--- src/rtl/hdmi_period_scheduler.sv ---
// HDMI period scheduler: raster counters, sync generation and the
// control / video-preamble / guard / data-island period sequencing that
// drives the TMDS channel encoders. Every output is a register and
// describes the cx/cy position presented alongside it.
module hdmi_period_scheduler #(
  parameter int H_ACTIVE     = 640,
  parameter int H_TOTAL      = 800,
  parameter int H_SYNC_START = 656,
  parameter int H_SYNC_END   = 752,
  parameter int V_ACTIVE     = 480,
  parameter int V_TOTAL      = 525,
  parameter int V_SYNC_START = 490,
  parameter int V_SYNC_END   = 492,
  parameter int MAX_PACKETS  = 3,
  parameter int DVI_OUTPUT   = 0
) (
  input  logic        clk_pixel,
  input  logic        reset,
  input  logic        packet_valid,
  output logic        packet_start,
  output logic [4:0]  island_cycle,
  output logic [2:0]  mode,
  output logic [3:0]  ctl,
  output logic        hsync,
  output logic        vsync,
  output logic [11:0] cx,
  output logic [10:0] cy
);

  // The island (preamble, guards, packets, trailing guard) must end before
  // the video preamble of the next line can begin.
  if ((H_ACTIVE + 4 + 12 + 32 * MAX_PACKETS + 12 > H_TOTAL - 10) ||
      (MAX_PACKETS < 1) || (MAX_PACKETS > 18)) begin : g_bad_params
    $error("hdmi_period_scheduler: data island does not fit in horizontal blanking");
  end

  typedef enum logic [2:0] {
    CTRL      = 3'd0,
    VID_PRE   = 3'd1,
    VID_GUARD = 3'd2,
    VIDEO     = 3'd3,
    ISL_PRE   = 3'd4,
    ISL_LEAD  = 3'd5,
    ISL_DATA  = 3'd6,
    ISL_TRAIL = 3'd7
  } state_t;

  localparam logic [11:0] H_ACT_C      = 12'(H_ACTIVE);
  localparam logic [11:0] H_LAST_C     = 12'(H_TOTAL - 1);
  localparam logic [11:0] ISL_SAMPLE_C = 12'(H_ACTIVE + 3);
  localparam logic [11:0] PRE_FIRST_C  = 12'(H_TOTAL - 10);
  localparam logic [11:0] PRE_LAST_C   = 12'(H_TOTAL - 3);
  localparam logic [11:0] GUARD_C      = 12'(H_TOTAL - 2);
  localparam logic [11:0] HS_START_C   = 12'(H_SYNC_START);
  localparam logic [11:0] HS_END_C     = 12'(H_SYNC_END);
  localparam logic [10:0] V_ACT_C      = 11'(V_ACTIVE);
  localparam logic [10:0] V_LAST_C     = 11'(V_TOTAL - 1);
  localparam logic [10:0] VS_START_C   = 11'(V_SYNC_START);
  localparam logic [10:0] VS_END_C     = 11'(V_SYNC_END);
  localparam logic [4:0]  MAX_PKT_C    = 5'(MAX_PACKETS);
  localparam bit          ISLANDS_ON   = (DVI_OUTPUT == 0);

  state_t      state_r;
  state_t      state_s;
  state_t      pos_state_s;
  logic [4:0]  cnt_r;
  logic [4:0]  cnt_s;
  logic [4:0]  pkt_r;
  logic [4:0]  pkt_s;
  logic [11:0] nx_s;
  logic [10:0] ny_s;
  logic [10:0] follow_s;
  logic        pre_line_s;
  logic [2:0]  mode_s;
  logic [3:0]  ctl_s;
  logic [4:0]  ic_s;
  logic        ps_s;
  logic        hsync_s;
  logic        vsync_s;

  // Next raster position and the period that position earns from geometry alone.
  always_comb begin
    nx_s = (cx == H_LAST_C) ? 12'd0 : cx + 12'd1;
    if (cx == H_LAST_C) begin
      ny_s = (cy == V_LAST_C) ? 11'd0 : cy + 11'd1;
    end else begin
      ny_s = cy;
    end
    follow_s   = (ny_s == V_LAST_C) ? 11'd0 : ny_s + 11'd1;
    pre_line_s = (follow_s < V_ACT_C);
    if ((nx_s < H_ACT_C) && (ny_s < V_ACT_C)) begin
      pos_state_s = VIDEO;
    end else if (ISLANDS_ON && pre_line_s && (nx_s >= PRE_FIRST_C) && (nx_s <= PRE_LAST_C)) begin
      pos_state_s = VID_PRE;
    end else if (ISLANDS_ON && pre_line_s && (nx_s >= GUARD_C)) begin
      pos_state_s = VID_GUARD;
    end else begin
      pos_state_s = CTRL;
    end
    hsync_s = (nx_s >= HS_START_C) && (nx_s < HS_END_C);
    vsync_s = (ny_s >= VS_START_C) && (ny_s < VS_END_C);
  end

  // Next-state logic: island phases run on their own counters, all other periods follow position.
  always_comb begin
    state_s = pos_state_s;
    cnt_s   = 5'd0;
    pkt_s   = pkt_r;
    case (state_r)
      ISL_PRE: begin
        if (cnt_r == 5'd7) begin
          state_s = ISL_LEAD;
        end else begin
          state_s = ISL_PRE;
          cnt_s   = cnt_r + 5'd1;
        end
      end
      ISL_LEAD: begin
        if (cnt_r == 5'd1) begin
          state_s = ISL_DATA;
          pkt_s   = 5'd1;
        end else begin
          state_s = ISL_LEAD;
          cnt_s   = cnt_r + 5'd1;
        end
      end
      ISL_DATA: begin
        if (cnt_r != 5'd31) begin
          state_s = ISL_DATA;
          cnt_s   = cnt_r + 5'd1;
        end else if (packet_valid && (pkt_r < MAX_PKT_C)) begin
          state_s = ISL_DATA;
          pkt_s   = pkt_r + 5'd1;
        end else begin
          state_s = ISL_TRAIL;
        end
      end
      ISL_TRAIL: begin
        if (cnt_r == 5'd1) begin
          state_s = pos_state_s;
        end else begin
          state_s = ISL_TRAIL;
          cnt_s   = cnt_r + 5'd1;
        end
      end
      default: begin
        if (ISLANDS_ON && (state_r == CTRL) && (cx == ISL_SAMPLE_C) && packet_valid) begin
          state_s = ISL_PRE;
        end else begin
          state_s = pos_state_s;
        end
      end
    endcase
  end

  // Output encoding for the period about to be presented.
  always_comb begin
    mode_s = 3'd0;
    ctl_s  = 4'd0;
    case (state_s)
      VIDEO:     mode_s = 3'd1;
      VID_PRE:   ctl_s  = 4'b0001;
      VID_GUARD: mode_s = 3'd2;
      ISL_PRE:   ctl_s  = 4'b0101;
      ISL_LEAD:  mode_s = 3'd4;
      ISL_DATA:  mode_s = 3'd3;
      ISL_TRAIL: mode_s = 3'd4;
      default: begin
        mode_s = 3'd0;
        ctl_s  = 4'd0;
      end
    endcase
    ic_s = (state_s == ISL_DATA) ? cnt_s : 5'd0;
    ps_s = (state_s == ISL_DATA) && (cnt_s == 5'd0);
  end

  // State, counters and all outputs advance together so they stay aligned with cx/cy.
  always_ff @(posedge clk_pixel) begin
    if (reset) begin
      cx           <= H_ACT_C;
      cy           <= V_ACT_C;
      state_r      <= CTRL;
      cnt_r        <= 5'd0;
      pkt_r        <= 5'd0;
      mode         <= 3'd0;
      ctl          <= 4'd0;
      island_cycle <= 5'd0;
      packet_start <= 1'b0;
      hsync        <= 1'b0;
      vsync        <= 1'b0;
    end else begin
      cx           <= nx_s;
      cy           <= ny_s;
      state_r      <= state_s;
      cnt_r        <= cnt_s;
      pkt_r        <= pkt_s;
      mode         <= mode_s;
      ctl          <= ctl_s;
      island_cycle <= ic_s;
      packet_start <= ps_s;
      hsync        <= hsync_s;
      vsync        <= vsync_s;
    end
  end

endmodule

--- config.mk ---
export PLATFORM = sky130hd
export DESIGN_NAME = hdmi_period_scheduler
export DESIGN_NICKNAME = d
export VERILOG_FILES = /design/src/rtl/hdmi_period_scheduler.sv
export SDC_FILE = /design/constraint.sdc
export NUM_CORES = 1
export LEC_CHECK = 0
export CAP_MARGIN = 10
export CORE_MARGIN = 4
export CORE_UTILIZATION = 30
export CTS_BUF_LIST = sky130_fd_sc_hd__clkbuf_8
export DETAILED_ROUTE_END_ITERATION = 7
export GPL_TIMING_DRIVEN = 1
export PLACE_DENSITY = 0.5
export SLEW_MARGIN = 40
export SYNTH_ARGS = -nofsm -noshare
export SYNTH_HDL_FRONTEND = slang
export SYNTH_SLANG_ARGS = --single-unit
export TNS_END_PERCENT = 1
--- constraint.sdc ---
create_clock -name clk_pixel -period 6.3 [get_ports clk_pixel]
set_input_delay 1.89 -clock clk_pixel [delete_from_list [all_inputs] [get_ports clk_pixel]]
set_output_delay 1.89 -clock clk_pixel [all_outputs]
set_load 0.02 [all_outputs]
-- After elaboration in Yosys (flattened, before gate mapping)
Index checks and enable logic that the tools add are counted.
- word-level logic and storage cells: 90
- input bits: 3
- output and inout port bits: 38
- bits in registers: 51
- equality and inequality tests: 21
- bitwise operators: 1
- add/subtract/negate cells: 5
- magnitude comparators: 11
- multiplexer cells: 24
- reduce and logical (&&, ||, !) cells: 17
- operator list (operator ; number):
    12-bit by 10-bit >= comparator with 1-bit output, second input constant ; 3
    11-bit by 9-bit < comparator with 1-bit output, second input constant ; 3
    11-bit 2-to-1 mux ; 3
    5-bit 2-to-1 mux ; 6
    12-bit by 10-bit equality test with 1-bit output, second input constant ; 2
    3-bit equality test, second input constant ; 8
    12-bit by 10-bit < comparator with 1-bit output, second input constant ; 2
    3-bit case mux with 4 select lines ; 2
    11-bit by 1-bit adder with 11-bit output, second input constant ; 2
    11-bit by 10-bit equality test with 1-bit output, second input constant ; 2
    5-bit case mux with 3 select lines ; 1
    12-bit by 1-bit adder with 12-bit output, second input constant ; 1
    12-bit by 10-bit <= comparator with 1-bit output, second input constant ; 1
    12-bit 2-to-1 mux ; 1
    11-bit by 9-bit >= comparator with 1-bit output, second input constant ; 1
    5-bit by 1-bit adder with 5-bit output, second input constant ; 2
    1-bit logical AND ; 10
    5-bit case mux with 2 select lines ; 1
    3-bit 2-to-1 mux ; 3
    3-bit by 2-bit equality test with 1-bit output, second input constant ; 2
    2-bit 2-to-1 mux ; 3
    2-bit inequality test, second input constant ; 3
    3-bit case mux with 2 select lines ; 1
    2-bit OR reduction ; 3
    11 further kinds ; 13

-- Logic depth before layout (Yosys ltp)
- depth after elaboration: 15
- depth in mapped cells: 14
- mapped depth without buffers: 11

-- Worst setup path before layout
OpenSTA, ideal clock, no wires.
- path kind: input port to flip-flop
- start point: in packet_valid
- end point: reg packet_start
- setup slack: 2601 ps
- setup time: 78 ps
- arrival: 3621 ps
- stages on the path: 8
- buffers on the path: 1
- cells stage by stage: or4b_2 -> nor4_1 -> a31oi_1 -> or3_1 -> clkbuf_1 -> inv_1 -> nand3_1 -> nor3_1
- word-level cells in the longest chain between the ends: 6
- ends and longest elaborated chain (element ; RTL line ; source):
    from (decl) ; 19 ; input logic packet_valid,
    1-bit logical AND ; 131 ; end else if (packet_valid && (pkt_r < MAX_PKT_C)) begin
    1-bit 2-to-1 mux ; 131 ;
    1-bit 2-to-1 mux ; 128 ; if (cnt_r != 5'd31) begin
    3-bit case mux with 4 select lines (*) ; 109 ; case (state_r)
    3-bit equality test (*) ; 174 ; ps_s = (state_s == ISL_DATA) && (cnt_s == 5'd0);
    1-bit logical AND (*) ; 174 ;
    to (signal assigned) ; 200 ; packet_start <= ps_s;
    to (decl) ; 20 ; output logic packet_start,
Mark *: on every way between the ends. The rest lies on a longest branch, timed or not.
A chain may end at the register's enable or synchronous reset.

-- Worst setup path in the final report
Same ends and word-level chain as after synthesis.

==> run_results.csv <==
group,metric,value,unit
drt,routed_via_density,5.17,
flow_run,max_cap_viol_count,0,
critical_path,arrival,4.37,ns
sta,hold_viol,0,
logic_synthesis,syn_area,3040,um^2
clock_tree,cts_resized,0,
power_and_ir_drop,sw_frac_of_total,24.0,%
clock_tree,clock_sinks,49,
drt,dr_wl_met3,412,um
logic_synthesis,synthTopCellsByCount,"dfxtp_1 (49), nor2_1 (44), nand2_1 (32)",
critical_path,worst_path_largest_cell_delay,0.59,ns
drt,num_vias,2822,
floorplanning,initial_core_util,31.0,%
drt,finalWirelength,7920,um
critical_path,crit_required,6.54,ns
finish,diodes,0,
power_and_ir_drop,p_switching,0.000141,W
finish,final_cell_count_no_fill,546,
floorplanning,ios,41,
sta,setup_tns,0,ns
critical_path,path_class,"input pin to flop",
global_route,grt_max_degree,29,
drt,ant_nets,0,
critical_path,worst_setup_path_end_kind,"flop",
power_and_ir_drop,power.share.sequential,54.3,%
power_and_ir_drop,power_frac_comb,6.1,%
power_and_ir_drop,ir_drop,0.000129,V
sta,max_freq,242,MHz
clock_tree,numCtsBuffers,5,
logic_synthesis,synth-edff-count,0,
logic_synthesis,ys_ff_latch,49,
finish,post-route-util,36.5,%
clock_tree,clock_latency,0.31,ns
logic_synthesis,synth_warnings,0,
drt,drt-met1-wl,4070,um
drt,drt-initial-drc-count,137,
sta,min_period_over_period,65.5,%
clock_tree,cts_tree,"yes",
critical_path,startpoint_type,"input pin",
floorplanning,dieWidth,109,um
clock_tree,path_clk_slew,0.11,ns
floorplanning,die_y,109,um
logic_synthesis,ys_types,58,
clock_tree,cts-root-buf,"clkbuf_8",
power_and_ir_drop,clkPwrFrac,39.6,%
critical_path,critPathMaxFanout,6,
sta,clock_skew,0.0130,ns
logic_synthesis,synth_top_area_share,32.2,%
finish,seqCellArea,981,um^2
logic_synthesis,synth_largest_area_cell,"dfxtp_1",
logic_synthesis,synth_area_per_cell,7.77,um^2
drt,dr_wl_met2,3380,um
clock_tree,post_cts_buffers,0,
sta,fin_hold_ws,0.439,ns
global_route,track_usage,14.0,%
sta,tightestPinTransition,0.582,ns
global_route,antenna_found_initial,0,
sta,worst_slack,2.17,ns
power_and_ir_drop,internal_power,0.000447,W
min_path,min_path_type,"flop to flop",
logic_synthesis,synth_flop_cell,"dfxtp_1",
logic_synthesis,synth_cells,392,
drt,drt_first_pass_iters,4,
logic_synthesis,async_flop_share,0,%
finish,synthToLayoutAreaGrowth,17.8,%
finish,drive_above_1_share,5.33,%
logic_synthesis,ys_seq_area_share,32.2,%
sta,setup_viol,0,
placement,placed_cells,538,
finish,multi_input_area,1880,um^2
clock_tree,htree_levels,2,
logic_synthesis,yosys-top-cells-area,"dfxtp_1 (32%), nor2_1 (5.4%), xnor2_1 (4.0%), nand2_1 (3.9%), a21oi_1 (3.8%)",
drt,top_layer,"met4",
sta,grt_setup_unrepaired,"false",
drt,routedWlPerCell,14.5,um
clock_tree,cts_buffer_depth,2,
logic_synthesis,synth.most_common_cell,"dfxtp_1",
floorplanning,dieArea,11800,um^2
clock_tree,hold_buffers,0,
placement,gp_congestion,0.781,
placement,io_buffers,38,
finish,fillers,1084,
sta,max_slew_margin,60.9,%
power_and_ir_drop,powerDensity,164,nW/um^2
drt,drc,0,
global_route,first_global_vias,2630,
placement,dp_hpwl,5750,um
placement,pre_cts_ws,1.83,ns
floorplanning,row_count,36,
finish,nNetsFinal,423,
global_route,gr-total-overflow,0,
critical_path,path_cells,"clkdlybuf4s50_1, or4b_2, nor4_1, a31oi_1, or3_1, inv_1, nand3_1, nor3_1",
global_route,grt_pass1_wl,13300,um
run_status,status,"completed",
floorplanning,core,9820,um^2
sta,drv_slew,0,
power_and_ir_drop,cellLeakagePower,1.26,nW
sta,fin_crit,4.13,ns
critical_path,slowest_stage,"or4b_2",
-- metal layers --
layer / up-vias / global-route usage, %
met5: - / 0
met4: 0 / 3.25
met3: 4 / 2.55
met2: 62 / 20.7
met1: 1328 / 20.8
li1: 1428 / -
-- worst paths after layout --
| kind | startpoint | end | slack (ns) | cells after the start |
|---|---|---|---|---|
| hold / removal | pkt_r[3]$_SDFFE_PP0P_ | pkt_r[3]$_SDFFE_PP0P_ | 0.44 | 2 |
| setup reg to reg | cx[0]$_SDFF_PP0_ | ctl[0]$_SDFF_PP0_ | 2.41 | 10 |
| hold reg to reg | pkt_r[3]$_SDFFE_PP0P_ | pkt_r[3]$_SDFFE_PP0P_ | 0.44 | 2 |
| setup / recovery | packet_valid | packet_start$_SDFF_PP0_ | 2.17 | 8 |
-- logic make-up after synthesis --
logic type                 after synthesis  synth area share [%]
adders and majority gates                8                  3.29
DFF                                     49                  32.2
AOI/OAI and AO/OA                       78                  17.3
and+or+nand+nor                        187                  32.9
other                                    1                 0.123
buffers and inverters                   42                  6.21
muxes                                    6                  1.97
xor gates and xnor gates                21                  6.04
-- registers in the layout (all words and copies together) (netlist names) --
register,count
packet_start,1
cx,12
cnt_r,5
mode,3
island_cycle,5
vsync,1
cy,11
pkt_r,5
hsync,1
ctl,2
state_r,3
-- critical path, delay by kind of cell --
kind | cells | cell delay, ns
AND/OR/NAND/NOR | 5 | 1.72
buffers and inverters | 2 | 0.60
AO/OA/AOI/OAI | 1 | 0.17
-- through the flow --
step	area, um^2	total power, W
after CTS	3580	0.000594
after detailed placement	3470	0.000362
after floorplan	3050	0.000349
after global placement	3470	0.000362
final	3580	0.000588
after global routing	3580	0.000618
-- area by class of cell --
cell class              instances  area share (%)
well taps                     133            4.64
repair buffers                 39            10.8
flip-flops and latches         49            27.4
clock buffers                   5            1.92
clock inverters                 3            1.29
inverters                      15            1.57
multi-input cells             302            52.4
-- layout by cell type (no fill, tap or decap), types with 6 or more instances in the layout --
master            n
nand4_1          10
clkdlybuf4s50_1  38
xor2_1            7
nor3_1           16
nand2_1          32
mux2i_1           6
xnor2_1          14
or2_2             6
a21oi_1          23
and4_1            6
dfxtp_1          49
nand3_1          20
and2_1           10
ha_1              8
nor2_1           44
or3_1             9
o21ai_0          20
nand2b_1          6
inv_1            15
-- power by group through the flow --
stage,Combinational (W),Sequential (W),Clock (W)
6_report,0.0000358,0.000319,0.000233
5_1_grt,0.0000395,0.000320,0.000258
4_1_cts,0.0000361,0.000319,0.000239
3_5_place_dp,0.0000361,0.000326,0
3_3_place_gp,0.0000355,0.000326,0
2_1_floorplan,0.0000224,0.000327,0
Power figures use the tool's default switching activity.
